`config.mk`:
```
export PLATFORM = sky130hd
export DESIGN_NAME = fb_sram_arbiter
export DESIGN_NICKNAME = d
export VERILOG_FILES = /design/src/rtl/fb_sram_arbiter.sv
export SDC_FILE = /design/constraint.sdc
export NUM_CORES = 1
export LEC_CHECK = 0
export ABC_CLOCK_PERIOD_IN_PS = 3260
export CELL_PAD_IN_SITES_DETAIL_PLACEMENT = 1
export CELL_PAD_IN_SITES_GLOBAL_PLACEMENT = 2
export CORE_UTILIZATION = 27
export CTS_CLUSTER_DIAMETER = 60
export DETAILED_ROUTE_END_ITERATION = 8
export GPL_TIMING_DRIVEN = 0
export HOLD_SLACK_MARGIN = 0.03
export PLACE_DENSITY_LB_ADDON = 0.1
export SLEW_MARGIN = 20
export SYNTH_ARGS = -nofsm -noshare
export SYNTH_HDL_FRONTEND = slang
export SYNTH_SLANG_ARGS = --single-unit
```
`constraint.sdc`:
```
create_clock -name Clk -period 3.26 [get_ports Clk]
set_input_delay 0.652 -clock Clk [delete_from_list [all_inputs] [get_ports Clk]]
set_output_delay 0.652 -clock Clk [all_outputs]
set_load 0.1 [all_outputs]
```
`src/rtl/fb_sram_arbiter.sv`:
```
// Frame-buffer SRAM arbiter: one access per clock, shared between VGA reads,
// a stallable full-frame clear sweep and single-pixel draw writes.
module fb_sram_arbiter #(
    parameter int                ADDR_W     = 20,
    parameter int                DATA_W     = 16,
    parameter int                FB_WORDS   = 307200,
    parameter logic [DATA_W-1:0] CLEAR_DATA = '0
) (
    input  logic              Clk,
    input  logic              Reset,
    input  logic              clr_start,
    output logic              clr_busy,
    output logic              clr_done,
    input  logic              rd_req,
    input  logic [ADDR_W-1:0] rd_addr,
    output logic              rd_ack,
    output logic              rd_valid,
    output logic [DATA_W-1:0] rd_data,
    input  logic              drw_req,
    input  logic [ADDR_W-1:0] drw_addr,
    input  logic [DATA_W-1:0] drw_data,
    output logic              drw_ack,
    output logic [ADDR_W-1:0] sram_addr,
    output logic [DATA_W-1:0] sram_dq_out,
    output logic              sram_dq_oe,
    input  logic [DATA_W-1:0] sram_dq_in,
    output logic              sram_ce_n,
    output logic              sram_oe_n,
    output logic              sram_we_n,
    output logic              fsm_state
);

    // Handshake: a requester raises req with addr/data stable and holds them
    // until ack; ack is combinational and means the access was taken this cycle.

    typedef enum logic {
        IDLE  = 1'b0,
        CLEAR = 1'b1
    } state_t;

    localparam logic [ADDR_W-1:0] LAST_ADDR = ADDR_W'(FB_WORDS - 1);
    localparam logic [ADDR_W:0]   FB_LIMIT  = (ADDR_W + 1)'(FB_WORDS);

    state_t            state, state_nxt;
    logic [ADDR_W-1:0] cnt, cnt_nxt;
    logic              clr_start_q;
    logic              clr_grant;
    logic              clr_last;
    logic              rd_in_range;
    logic              drw_in_range;
    logic              rd_p1;
    logic              rd_p1_ok;

    assign clr_busy  = (state == CLEAR);
    assign fsm_state = state;

    always_comb begin
        rd_ack       = rd_req;
        clr_grant    = !rd_req && (state == CLEAR);
        drw_ack      = !rd_req && (state != CLEAR) && drw_req;
        clr_last     = clr_grant && (cnt == LAST_ADDR);
        rd_in_range  = ({1'b0, rd_addr} < FB_LIMIT);
        drw_in_range = ({1'b0, drw_addr} < FB_LIMIT);
        state_nxt    = state;
        cnt_nxt      = cnt;
        case (state)
            IDLE: begin
                if (clr_start && !clr_start_q) begin
                    state_nxt = CLEAR;
                    cnt_nxt   = '0;
                end
            end
            CLEAR: begin
                // A pre-empted cycle leaves the counter alone, so no address is skipped.
                if (clr_grant) begin
                    if (clr_last) state_nxt = IDLE;
                    else          cnt_nxt   = cnt + ADDR_W'(1);
                end
            end
            default: state_nxt = IDLE;
        endcase
    end

    always_ff @(posedge Clk or posedge Reset) begin
        if (Reset) begin
            state       <= IDLE;
            cnt         <= '0;
            clr_start_q <= 1'b0;
            clr_done    <= 1'b0;
        end else begin
            state       <= state_nxt;
            cnt         <= cnt_nxt;
            clr_start_q <= clr_start;
            clr_done    <= clr_last;
        end
    end

    // SRAM pins are registered; the granted access occupies the following cycle.
    always_ff @(posedge Clk or posedge Reset) begin
        if (Reset) begin
            sram_addr   <= '0;
            sram_dq_out <= '0;
            sram_dq_oe  <= 1'b0;
            sram_ce_n   <= 1'b1;
            sram_oe_n   <= 1'b1;
            sram_we_n   <= 1'b1;
        end else if (rd_ack && rd_in_range) begin
            sram_addr   <= rd_addr;
            sram_dq_oe  <= 1'b0;
            sram_ce_n   <= 1'b0;
            sram_oe_n   <= 1'b0;
            sram_we_n   <= 1'b1;
        end else if (clr_grant) begin
            sram_addr   <= cnt;
            sram_dq_out <= CLEAR_DATA;
            sram_dq_oe  <= 1'b1;
            sram_ce_n   <= 1'b0;
            sram_oe_n   <= 1'b1;
            sram_we_n   <= 1'b0;
        end else if (drw_ack && drw_in_range) begin
            sram_addr   <= drw_addr;
            sram_dq_out <= drw_data;
            sram_dq_oe  <= 1'b1;
            sram_ce_n   <= 1'b0;
            sram_oe_n   <= 1'b1;
            sram_we_n   <= 1'b0;
        end else begin
            // Out-of-range reads land here too: acked, but the bus stays quiet.
            sram_dq_oe  <= 1'b0;
            sram_ce_n   <= 1'b1;
            sram_oe_n   <= 1'b1;
            sram_we_n   <= 1'b1;
        end
    end

    // Read return pipeline: access in N+1, data presented in N+2.
    always_ff @(posedge Clk or posedge Reset) begin
        if (Reset) begin
            rd_p1    <= 1'b0;
            rd_p1_ok <= 1'b0;
            rd_valid <= 1'b0;
            rd_data  <= '0;
        end else begin
            rd_p1    <= rd_ack;
            rd_p1_ok <= rd_ack && rd_in_range;
            rd_valid <= rd_p1;
            if (rd_p1) rd_data <= rd_p1_ok ? sram_dq_in : '0;
        end
    end

endmodule
```
Yosys cells after proc, flatten, opt, wreduce, memory -nomap -nowiden
Index checks and enable logic that the tools add are counted.
Word-level totals
  register bits after elaboration: 82
  bits of input ports: 77
Cells by class
  add/sub/neg operators: 1
  order comparisons: 2
  eq/ne operators: 4
  mux-type cells: 22
  bitwise gates (word level): 2
  reductions and logical operators: 13
Operators with widths (number)
  20-bit 2-to-1 mux: 6
  16-bit 2-to-1 mux: 3
  20-bit by 19-bit < comparator with 1-bit output (second input constant): 2
  20-bit case mux with 2 select lines: 1
  20-bit by 1-bit adder with 20-bit output (second input constant): 1
  20-bit by 19-bit equality test with 1-bit output (second input constant): 1
  1-bit 2-to-1 mux: 11
  1-bit logical AND: 7
  2-bit by 1-bit inequality test with 1-bit output (second input constant): 2
  3-bit AND reduction: 1
  3-bit nonzero test: 1
  1-bit logical NOT: 2
  2-bit inequality test (second input constant): 1
  1-bit NOT: 2
  1-bit case mux with 2 select lines: 1
  2-bit AND reduction: 1
  2-bit nonzero test: 1

Longest topological paths before layout
  depth in word-level cells: 7
  mapped depth: 7
  gate-level depth less buffers: 6

Worst setup path after synthesis
No wires, ideal clock.
  kind: flip-flop to output port
  start: reg state, in the netlist clr_busy
  end: out drw_ack
  data arrival time: 2.742 ns
  data required time: 2.608 ns
  setup slack: -0.134 ns
  stages on the path, launching flop included: 5
  path through: dfrtp_1 > clkbuf_1 > clkbuf_1 > clkbuf_1 > nor2_1
Between the ends
  cells in the longest elaborated chain, start to end: 3
Ends and longest elaborated chain
  start: declaration: line 44  | state_t state, state_nxt;
  start signal: assignment: line 91  | state <= state_nxt;
  1-bit NOT
  1-bit logical AND (2 in a row): line 60  | drw_ack = !rd_req && (state != CLEAR) && drw_req;
  end: declaration: line 22  | output logic drw_ack,
Every way passes these cells.

Worst setup path in the final report
  start: in rd_req
  end: out rd_ack
RTL lines
  start: declaration: line 14  | input logic rd_req,
  end: declaration: line 16  | output logic rd_ack,
No word-level cell between the ends.

==> impl_metrics.yaml <==
pwr:
  peakVddDrop_v: 0.000307
  powerDensity_nw_per_um2: 592
  p_leak_uw: 0.00255
  finalPower_uw: 3530
sta:
  hold_viol: 0
  final.setup_skew_ns: 0.00630
  timing.fmax_mhz: 320
  maxSlewViolCount: 0
  setup_viol: 0
  fin_ws_ns: 0.140
  slew_headroom_pct: 32.0
  worstMarginPinSlew_ns: 1.02
  whs_ns: 0.513
  post-route-period-util_pct: 95.7
  period_needed_ns: 3.12
  rsz0062_at_grt: "no"
clock_tree:
  tritoncts: "done"
  insertion_delay_ns: 0.35
  cts_sinks: 82
  cts_buffer_depth: 2
  cts_setup_buffers: 0
  clk_pin_slew_ns: 0.07
  cts-root-buf: "clkbuf_16"
  ctsHtreeMaxLevel: 3
  numCtsBuffers: 9
die:
  die_h_um: 124
  die-area_um2: 15300
  io_pins: 139
  core-area_um2: 14500
  start_util_pct: 27.6
  num_rows: 44
  fp.dieW_um: 124
outcome:
  status: "finished clean"
synth:
  synth-seq-cells: 82
  syn_inst: 421
  synth.net_count: 499
  ys_types: 52
  yosys_warnings: 0
  synth-edff-count: 0
  avgSynthCellArea_um2: 9.49
  ys_seq_area_share_pct: 51.5
  async_reset_ff_share_pct: 100
  ys.flop_type: "dfrtp_1"
  synthesis.area_um2: 4000
detailed_routing:
  routed_via_density: 4.95
  ant_nets: 0
  drt_iter0_drc: 129
  drc: 0
  routedWlPerCell_um: 17.7
  vias: 3758
  dr.pass1.iters: 4
  wl_um: 13500
global_route:
  overflow: 0
  antenna_found_initial: 0
  track_usage_pct: 18.1
  grt_pass1_vias: 3791
  grt_pass1_wl_um: 20800
  grt_max_degree: 45
placement:
  gp_congestion: 0.720
  preCtsSetupSlack_ns: -0.398
  port_buffers: 138
  hpwl_um: 9970
worst_setup_path:
  cp.arrival_ns: 2.47
  end_kind: "primary output"
  cp_max_fo: 4
  cp.required_ns: 2.61
  cp-start-kind: "input port"
  criticalPathCategory: "input port to primary output"
finish:
  fin_nets: 648
  n_fill_cell: 1669
  syn_to_final_growth_pct: 49.3
  drive_above_1_share_pct: 6.26
  antenna_cells: 0
hold_path:
  hold_path.class: "flop to flop"
run:
  max-cap-violations: 0
logic make-up (layout without fill, tap and decap cells):
family / count (synthesis) / after routing / share of synthesized area, %
simple gates: 142 / 142 / 18.1
mux: 20 / 20 / 5.01
buf+inv: 76 / 230 / 7.42
fa+ha+maj: 1 / 1 / 0.313
flops: 82 / 82 / 51.5
xor+xnor: 1 / 1 / 0.219
compound gates: 99 / 99 / 17.5
timing repair:
action / in CTS / in global routing
hold buffers: 0 / 0
resized for setup: 2 / 2
setup endpoints to repair: 19 / 1
cloned: 0 / 0
pin swaps: 0 / 0
critical path, cell delays in order:
cell and delay (ns):
clkdlybuf4s50_1 0.56, buf_4 0.14, clkdlybuf4s50_1 1.11
power by group:
group,total (uW),internal [uW],switching [uW],leakage [uW]
combinational,1180,339,842,0.00133
clock,1140,698,443,0.000160
sequential,1210,1130,77.0,0.00106
total,3530,2170,1360,0.00255
metrics by stage:
stage	instance area [um^2]	setup TNS, ns	util, %	cells
after detailed placement	5640	-10.20	39.0	744
final	5960	0	41.2	759
after floorplan	4000	0	-	421
after global routing	5960	0	41.2	759
after global placement	5610	-102.82	38.7	743
after CTS	5970	0	41.2	759
final cells by class:
| class | count | area [um^2] | share of cell area [%] |
|---|---|---|---|
| sequential | 82 | 2060 | 34.5 |
| multi-input combinational | 263 | 1650 | 27.6 |
| timing repair buffer | 139 | 1400 | 23.5 |
| clock buffer | 11 | 243 | 4.07 |
| tap | 184 | 230 | 3.86 |
| inverter | 44 | 170 | 2.85 |
| buffer | 31 | 129 | 2.16 |
| clock inverter | 5 | 86.3 | 1.45 |
per-layer routing:
metal	GRT usage, %	vias to the layer above	share of wire, %
li1	-	1799	-
met1	24.7	1845	48
met2	28.1	104	45
met3	4.58	10	6.0
met4	5.87	0	1.2
met5	0	-	0
final timing paths:
check                                                 from                          to  slack, ns  cells after the start
worst max-delay path                                rd_req                      rd_ack       0.14                      3
worst min-delay path            sram_dq_out[5]$_DFFE_PP0P_  sram_dq_out[5]$_DFFE_PP0P_       0.51                      2
worst max register to register          clr_busy$_DFF_PP0_    sram_addr[6]$_DFFE_PP0P_       0.51                      5
worst min register to register  sram_dq_out[5]$_DFFE_PP0P_  sram_dq_out[5]$_DFFE_PP0P_       0.51                      2
max in group asynchronous                            Reset         sram_we_n$_DFF_PP1_       1.95                      3
min in group asynchronous                            Reset    sram_addr[7]$_DFFE_PP0P_       0.69                      2
placed cells by master (no fill, tap or decap), types with 3 or more instances in the layout:
master | netlist | layout
nand3_1 | 23 | 23
clkdlybuf4s50_1 | 0 | 137
nor2_1 | 8 | 7
nor2b_1 | 4 | 4
nand2b_1 | 4 | 4
nor3b_1 | 5 | 5
a221o_1 | 3 | 3
nand2_1 | 62 | 62
nor4_1 | 4 | 4
dfstp_2 | 3 | 3
and2_1 | 5 | 5
clkbuf_1 | 26 | 25
buf_2 | 3 | 3
o221ai_1 | 20 | 20
mux2i_1 | 20 | 20
nand4_1 | 9 | 9
and4_1 | 4 | 4
a21oi_1 | 6 | 6
clkbuf_16 | 0 | 9
dfrtp_1 | 79 | 79
a211o_1 | 4 | 4
inv_1 | 43 | 42
a31oi_1 | 9 | 9
o21ai_0 | 39 | 39
cell usage after synthesis, drive strengths merged (8+ instances only):
| master | count | area, um^2 |
|---|---|---|
| nand4 | 9 | 56.3 |
| mux2i | 20 | 200 |
| nand2 | 62 | 233 |
| inv | 44 | 165 |
| dfrtp | 79 | 1980 |
| o221ai | 20 | 175 |
| nand3 | 23 | 115 |
| o21ai | 39 | 195 |
| a31oi | 9 | 56.3 |
| clkbuf | 26 | 97.6 |
| nor2 | 8 | 30.0 |
sequential cells by signal (all words and copies together) (netlist names):
| signal | flops |
|---|---|
| clr_busy | 1 |
| clr_done | 1 |
| clr_start_q | 1 |
| cnt | 20 |
| rd_data | 16 |
| rd_p1 | 1 |
| rd_p1_ok | 1 |
| rd_valid | 1 |
| sram_addr | 20 |
| sram_ce_n | 1 |
| sram_dq_oe | 1 |
| sram_dq_out | 16 |
| sram_oe_n | 1 |
| sram_we_n | 1 |
(Power assumes the default switching activity.)
